**src/rtl/dmem_arbiter.sv**
```systemverilog
`default_nettype none
// ============================================================================
// Module   : dmem_arbiter
// Purpose  : Shares the single-port data memory between the core load/store
//            port and a debug/loader port. Also decodes two memory-mapped
//            registers: an 8-bit LED register and a free-running 32-bit
//            cycle counter.
// Ports    : clk, reset        - clock, synchronous active-high reset
//            cpu_*             - core access (combinational read data, stall)
//            dbg_*             - debug access (held request, registered read
//                                data, one-cycle ack pulse)
//            mem_*             - data memory (asynchronous read)
//            led               - LED register contents
// Revision : 1.0 - initial release
// ============================================================================
module dmem_arbiter #(
  parameter logic [31:0] LED_ADDR = 32'hFFFF_FF00,
  parameter logic [31:0] CNT_ADDR = 32'hFFFF_FF04
) (
  input  logic        clk,
  input  logic        reset,
  input  logic        cpu_req,
  input  logic        cpu_we,
  input  logic [31:0] cpu_addr,
  input  logic [31:0] cpu_wdata,
  output logic [31:0] cpu_rdata,
  output logic        cpu_stall,
  input  logic        dbg_req,
  input  logic        dbg_we,
  input  logic [31:0] dbg_addr,
  input  logic [31:0] dbg_wdata,
  output logic [31:0] dbg_rdata,
  output logic        dbg_ack,
  output logic        mem_we,
  output logic [31:0] mem_addr,
  output logic [31:0] mem_wdata,
  input  logic [31:0] mem_rdata,
  output logic [7:0]  led
);

  typedef enum logic [0:0] {
    D_IDLE = 1'b0,
    D_ACK  = 1'b1
  } dstate_t;

  dstate_t     r_state;
  dstate_t     w_state_nxt;

  logic        r_ptr_dbg;     // priority pointer: 0 = CPU wins contention, 1 = DBG
  logic [7:0]  r_led;
  logic [31:0] r_cnt;
  logic [31:0] r_dbg_rdata;

  logic        w_dbg_elig;
  logic        w_both;
  logic        w_grant_cpu;
  logic        w_grant_dbg;
  logic        w_grant_any;
  logic        w_sel_we;
  logic [31:0] w_sel_addr;
  logic [31:0] w_sel_wdata;
  logic        w_is_led;
  logic        w_is_cnt;
  logic [31:0] w_rd_val;
  logic        w_led_wr;

  // --------------------------------------------------------------------------
  // Arbitration
  // --------------------------------------------------------------------------
  // The debug side is blocked while its ack is outstanding so a request that
  // is still held during the ack cycle cannot be granted (and written) twice.
  assign w_dbg_elig  = dbg_req & (r_state == D_IDLE);
  assign w_both      = cpu_req & w_dbg_elig;
  assign w_grant_cpu = cpu_req & (~w_dbg_elig | ~r_ptr_dbg);
  assign w_grant_dbg = w_dbg_elig & (~cpu_req | r_ptr_dbg);
  assign w_grant_any = w_grant_cpu | w_grant_dbg;

  // With no grant the CPU fields are presented, so selecting on the debug
  // grant alone covers both the granted and the idle case.
  assign w_sel_we    = w_grant_dbg ? dbg_we    : cpu_we;
  assign w_sel_addr  = w_grant_dbg ? dbg_addr  : cpu_addr;
  assign w_sel_wdata = w_grant_dbg ? dbg_wdata : cpu_wdata;

  // --------------------------------------------------------------------------
  // Address decode (word granularity)
  // --------------------------------------------------------------------------
  assign w_is_led = (w_sel_addr[31:2] == LED_ADDR[31:2]);
  assign w_is_cnt = (w_sel_addr[31:2] == CNT_ADDR[31:2]);

  always_comb begin
    w_rd_val = mem_rdata;
    if (w_is_led) begin
      w_rd_val = {24'b0, r_led};
    end else if (w_is_cnt) begin
      w_rd_val = r_cnt;
    end
  end

  assign w_led_wr = w_grant_any & w_sel_we & w_is_led;

  assign mem_we    = w_grant_any & w_sel_we & ~w_is_led & ~w_is_cnt;
  assign mem_addr  = w_sel_addr;
  assign mem_wdata = w_sel_wdata;

  assign cpu_rdata = w_grant_cpu ? w_rd_val : 32'b0;
  assign cpu_stall = cpu_req & ~w_grant_cpu;

  assign dbg_rdata = r_dbg_rdata;
  assign led       = r_led;

  // --------------------------------------------------------------------------
  // Debug FSM
  // --------------------------------------------------------------------------
  always_ff @(posedge clk) begin
    if (reset) begin
      r_state <= D_IDLE;
    end else begin
      r_state <= w_state_nxt;
    end
  end

  always_comb begin
    w_state_nxt = r_state;
    dbg_ack     = 1'b0;
    case (r_state)
      D_IDLE: begin
        if (w_grant_dbg) begin
          w_state_nxt = D_ACK;
        end
      end
      D_ACK: begin
        // Gated by reset so an ack that is being aborted never shows.
        dbg_ack     = ~reset;
        w_state_nxt = D_IDLE;
      end
      default: begin
        w_state_nxt = D_IDLE;
      end
    endcase
  end

  // --------------------------------------------------------------------------
  // Datapath registers
  // --------------------------------------------------------------------------
  always_ff @(posedge clk) begin
    if (reset) begin
      r_ptr_dbg   <= 1'b0;
      r_led       <= 8'b0;
      r_cnt       <= 32'b0;
      r_dbg_rdata <= 32'b0;
    end else begin
      r_cnt <= r_cnt + 32'd1;
      // Only contended grants move the pointer.
      if (w_both) begin
        r_ptr_dbg <= ~r_ptr_dbg;
      end
      if (w_led_wr) begin
        r_led <= w_sel_wdata[7:0];
      end
      if (w_grant_dbg && !dbg_we) begin
        r_dbg_rdata <= w_rd_val;
      end
    end
  end

endmodule
`default_nettype wire

```
**config.mk**
```make
export PLATFORM = sky130hd
export DESIGN_NAME = dmem_arbiter
export DESIGN_NICKNAME = d
export VERILOG_FILES = /design/src/rtl/dmem_arbiter.sv
export SDC_FILE = /design/constraint.sdc
export NUM_CORES = 1
export LEC_CHECK = 0
export CORE_AREA = 2 2 119 121
export CTS_BUF_LIST = sky130_fd_sc_hd__clkbuf_4
export DETAILED_ROUTE_END_ITERATION = 10
export DIE_AREA = 0 0 121 123
export PLACE_DENSITY = 0.89
export SLEW_MARGIN = 15
export SYNTH_ARGS = -nofsm -noshare
export SYNTH_HDL_FRONTEND = slang
export SYNTH_SLANG_ARGS = --single-unit
```
**constraint.sdc**
```tcl
create_clock -name clk -period 2.51 [get_ports clk]
set_input_delay 0.251 -clock clk [delete_from_list [all_inputs] [get_ports clk]]
set_output_delay 0.251 -clock clk [all_outputs]
set_load 0.02 [all_outputs]
```
## Yosys cells after proc, flatten, opt, wreduce, memory -nomap -nowiden

Index checks and enable logic that the tools add are counted.
W data, S select, Z words.

| storage, ports and cells | value |
|---|---|
| flip-flop bits (word level) | 74 |
| output and inout port bits | 139 |

| operators by class | value |
|---|---|
| $add $sub $neg | 1 |
| equality and inequality tests | 2 |
| muxes and demuxes | 9 |
| bitwise gates (word level) | 20 |
| reduce and logical (&&, ||, !) cells | 2 |

Operator list:

| kind | number |
|---|---|
| $mux W32 | 5 |
| $eq A30 B30 Y1 const B | 2 |
| $add A32 B1 Y32 const B | 1 |
| $and A1 B1 Y1 | 9 |
| $not A1 Y1 | 8 |
| $mux W1 | 3 |
| $or A1 B1 Y1 | 3 |
| $pmux W1 S2 | 1 |
| $logic_and A1 B1 Y1 | 1 |
| $logic_not A1 Y1 | 1 |

## Longest topological paths before layout

| logic depth | value |
|---|---|
| depth after elaboration | 9 |
| depth in mapped cells | 8 |

## Least setup slack after synthesis

Ideal clock, no wire load.

| path | value |
|---|---|
| path type | input to output |
| from | input dbg_addr[4] |
| to | output cpu_rdata[0] |
| data arrival time | 2057 ps |
| setup slack | 202 ps |
| cell stages on the path | 7 |
| path buffers | 1 |
| cells stage by stage | or4b_1 -> nor3_2 -> mux2i_2 -> a21oi_2 -> buf_2 -> nor2_1 -> a211oi_1 |

| on the way | value |
|---|---|
| longest elaborated chain between the ends | 5 |
| elaborated cells on any way between the ends | 6 |

Ends and longest elaborated chain:

| item | RTL line | RTL |
|---|---|---|
| start, declared | 30 | `input logic [31:0] dbg_addr,` |
| $mux W32 * | 81 | `assign w_sel_addr = w_grant_dbg ? dbg_addr : cpu_addr;` |
| $eq A30 B30 Y1 | 88 | `assign w_is_cnt = (w_sel_addr[31:2] == CNT_ADDR[31:2]);` |
| $mux W32 | 94 | `end else if (w_is_cnt) begin` |
| $mux W32 * | 92 | `if (w_is_led) begin` |
| $mux W32 * | 105 | `assign cpu_rdata = w_grant_cpu ? w_rd_val : 32'b0;` |
| end, declared | 26 | `output logic [31:0] cpu_rdata,` |

Mark *: on every way between the ends. The rest lies on a longest branch, timed or not.

## Worst setup path after layout

| path | value |
|---|---|
| from | input dbg_addr[4] |
| to | output cpu_rdata[31] |

The elaborated chain is that of the path after synthesis.

==> metrics <==
Crit. End Element primary output; GRT Total Usage 0.286; data arrival time of the critical path ~2.5 ns; # setup viols final 32; VDD IR max around 0.21 mV; failing checks setup timing; root buffer cell clkbuf_4; hold buffer count at cts 0; CP Launch Type primary input; Synth area leaders dfxtp_1, nand2_1, mux2i_1; P_sw 1.11 mW; sequential fraction of the synthesis area 0.309; Sw Ratio 0.342; DRC 0; Most common cell on crit path buf_12; clk sink count 74; Max Clk Rate around 360 MHz; routed length per instance 17.9 um; Reg clk slew, reported paths approximately 0.13 ns; Die Y approximately 120 um; clock share of power 0.243; Inserted Clock Buffers 9; Die ar. about 15000 um2; antenna cells 0; Non-Filler Instances roughly 1200; mux contribution to synthesized area 0.136; Hold Vio Cnt, Final 0; share of layout cells above drive strength 1 0.183; post-synth top area share 0.309; maxcap violations 0; Routed Wire Length about 22 mm; final net count around 1200; vias per inst around 5.1; top routing layer used met5; Rows 43; GRT overflow 0; adder-cell share of the synthesized area 0.00261; total core area around 14000 um2; CTS tree built; DR WL met2 around 10 mm; Final ANT Viol Nets 0; Post-DP HPWL ~16 mm; slew margin rel. 0.716; Min-Delay Path Depth 2; Top FF cell, synth dfxtp_1; Post-Syn Area around 4800 um2; Slowest Stage Delay on Critical Path between 0.5 and 0.6 ns; Internal Power approximately 2.1 mW; warnings from Yosys 0; Synth Area in XOR/XNOR 0.0493; R2R depth 7; Critical Path Fanout Max 7; critical path class in -> out; final slew viol count 0; Initial Util 0.353; first-pass GRT wire length about 33 mm; DRT iter0 DRCs ~530; I/O Pins slightly above 300; initial antenna violation count 1; HP Class in -> reg; slowest stage cell, crit path or4b_1; crit share post-route 1.11; EDFF count, synth 0; Synth Register Bits 74; RSZ-0062 raised after global routing yes; simple-gate share of the synthesized area 0.370; number of port buffers 304; worst-skew pair later-pin latency around 0.43 ns; Syn Area/Cell about 7 um2; Flop pwr share 0.376; cell with the most instances after synthesis nand2_1; Comb power frac 0.381; Syn Nets 856; vias in the first global route about 6300; M1 wire length 8.40 mm; clk buf depth 2; setup ws final -0.273 ns; clk_skew roughly 0.026 ns; Commonest cells post-synth nand2_1, nor2_1, dfxtp_1; gpl congestion roughly 0.95; Pwr Density 369 nW/um2; post-synthesis compound-gate area fraction 0.0886; cells along the critical path clkdlybuf4s50_1, or4b_1, nor3_2, mux2i_4, a21oi_4, buf_12, buf_12, mux2i_2, nor2_1, buf_2; CTS H-Tree Depth 3; Worst Tran Pin Value ~0.43 ns; largest net degree at the start of global routing 45; Syn Inst Count approximately 690; largest family of logic cells by synthesized area simple AND/OR/NAND/NOR gates; Pre-antenna DRT Iters 6; Synth area leader dfxtp_1; placed insts ~1200; Synth async-reset ratio 0; Area Growth Syn to Fin 82.9%; Horiz. Die Dim roughly 120 um; Yosys cell types 42; Pleak 3.67 nW; CP Data Required Time between 2 and 2.5 ns; status finished with violations; met3 wire length between 2 and 2.5 mm; DR vias roughly 6300; worst hold slack about 0.14 ns; Min Clock Period, post-route 2.78 ns
[routing by layer]
| metal | vias to the layer above | GRT usage |
|---|---|---|
| li1 | 2979 | - |
| met1 | 2890 | 0.331 |
| met2 | 332 | 0.495 |
| met3 | 56 | 0.102 |
| met4 | 2 | 0.0894 |
| met5 | - | 0 |
[layout by cell type, fill, tap and decap left out, drive strengths merged, types with 4 or more instances in the layout]
cell type        n
clkdlybuf4s50  206
nor3             5
clkdlybuf4s15   19
nand4b           4
xor2            21
mux2i           65
nor2b           26
buf            112
nand2          237
o21ai           37
and3             4
dlygate4sd2     17
a211oi           9
and4             4
nand4           19
xnor2            6
nor2            82
clkbuf          31
dfxtp           74
or3              4
a21oi            6
nand3           10
inv             16
o22a             8
[cells by family after synthesis]
logic type	count (synthesis)
and+or+nand+nor	404
DFF	74
AOI/OAI and AO/OA	66
muxes	65
buffers and inverters	52
xor gates and xnor gates	27
adders and majority gates	1
[critical path, delay by kind of cell]
family / cells / cell delay (ns)
muxes: 2 / 0.34
buffers and inverters: 4 / 0.89
AOI/OAI and AO/OA: 1 / 0.21
and+or+nand+nor: 3 / 0.83
[power by group through the flow]
stage	clock network [mW]	logic (mW)	registers, mW
after detailed placement	0	1.24	1.24
after global routing	0.849	1.32	1.22
final	0.788	1.23	1.22
after global placement	0	1.23	1.24
after floorplan	0	0.462	1.27
after CTS	0.810	1.19	1.22
[flip-flops by register name (all words and copies together) (netlist names)]
signal,count
r_cnt,32
dbg_rdata,32
r_ptr_dbg,1
led,8
r_state,1
[path summary, 6_finish.rpt]
check / startpoint / endpoint / slack (ns)
hold / removal: reset / r_cnt[0]$_SDFF_PP0_ / 0.14
setup / recovery: dbg_addr[4] / cpu_rdata[31] / -0.27
setup reg to reg: r_cnt[0]$_SDFF_PP0_ / r_cnt[30]$_SDFF_PP0_ / 0.27
hold reg to reg: dbg_rdata[0]$_SDFFE_PP0P_ / dbg_rdata[0]$_SDFFE_PP0P_ / 0.46
[what timing repair did]
item | 4_1_cts | 5_1_grt
pin swaps | 10 | 7
setup endpoints to repair | 90 | 58
gates resized for setup | 246 | 85
gates cloned | 5 | 1
buffers inserted | 9 | 4
[area by class of cell]
type / count / area [um2]
tap: 180 / 225
clock buffer: 9 / 67.6
timing repair buffer: 376 / 3600
clock inverter: 7 / 82.6
multi-input combinational: 563 / 3270
inverter: 12 / 45.0
fill: 1079 / 4830
sequential: 74 / 1480
[per-stage QoR]
step	total power, mW	cell area [um2]	TNS, ns	setup WS, ns	util
after global placement	2.47	8470	-20.94	-0.606	0.622
after CTS	3.22	8730	-7.02	-0.289	0.641
final	3.24	8780	-7.05	-0.273	0.645
after global routing	3.39	8780	-9.40	-0.354	0.645
after detailed placement	2.48	8470	-22.74	-0.653	0.622
after floorplan	1.73	4800	0	0.202	-
(Power assumes the default switching activity.)
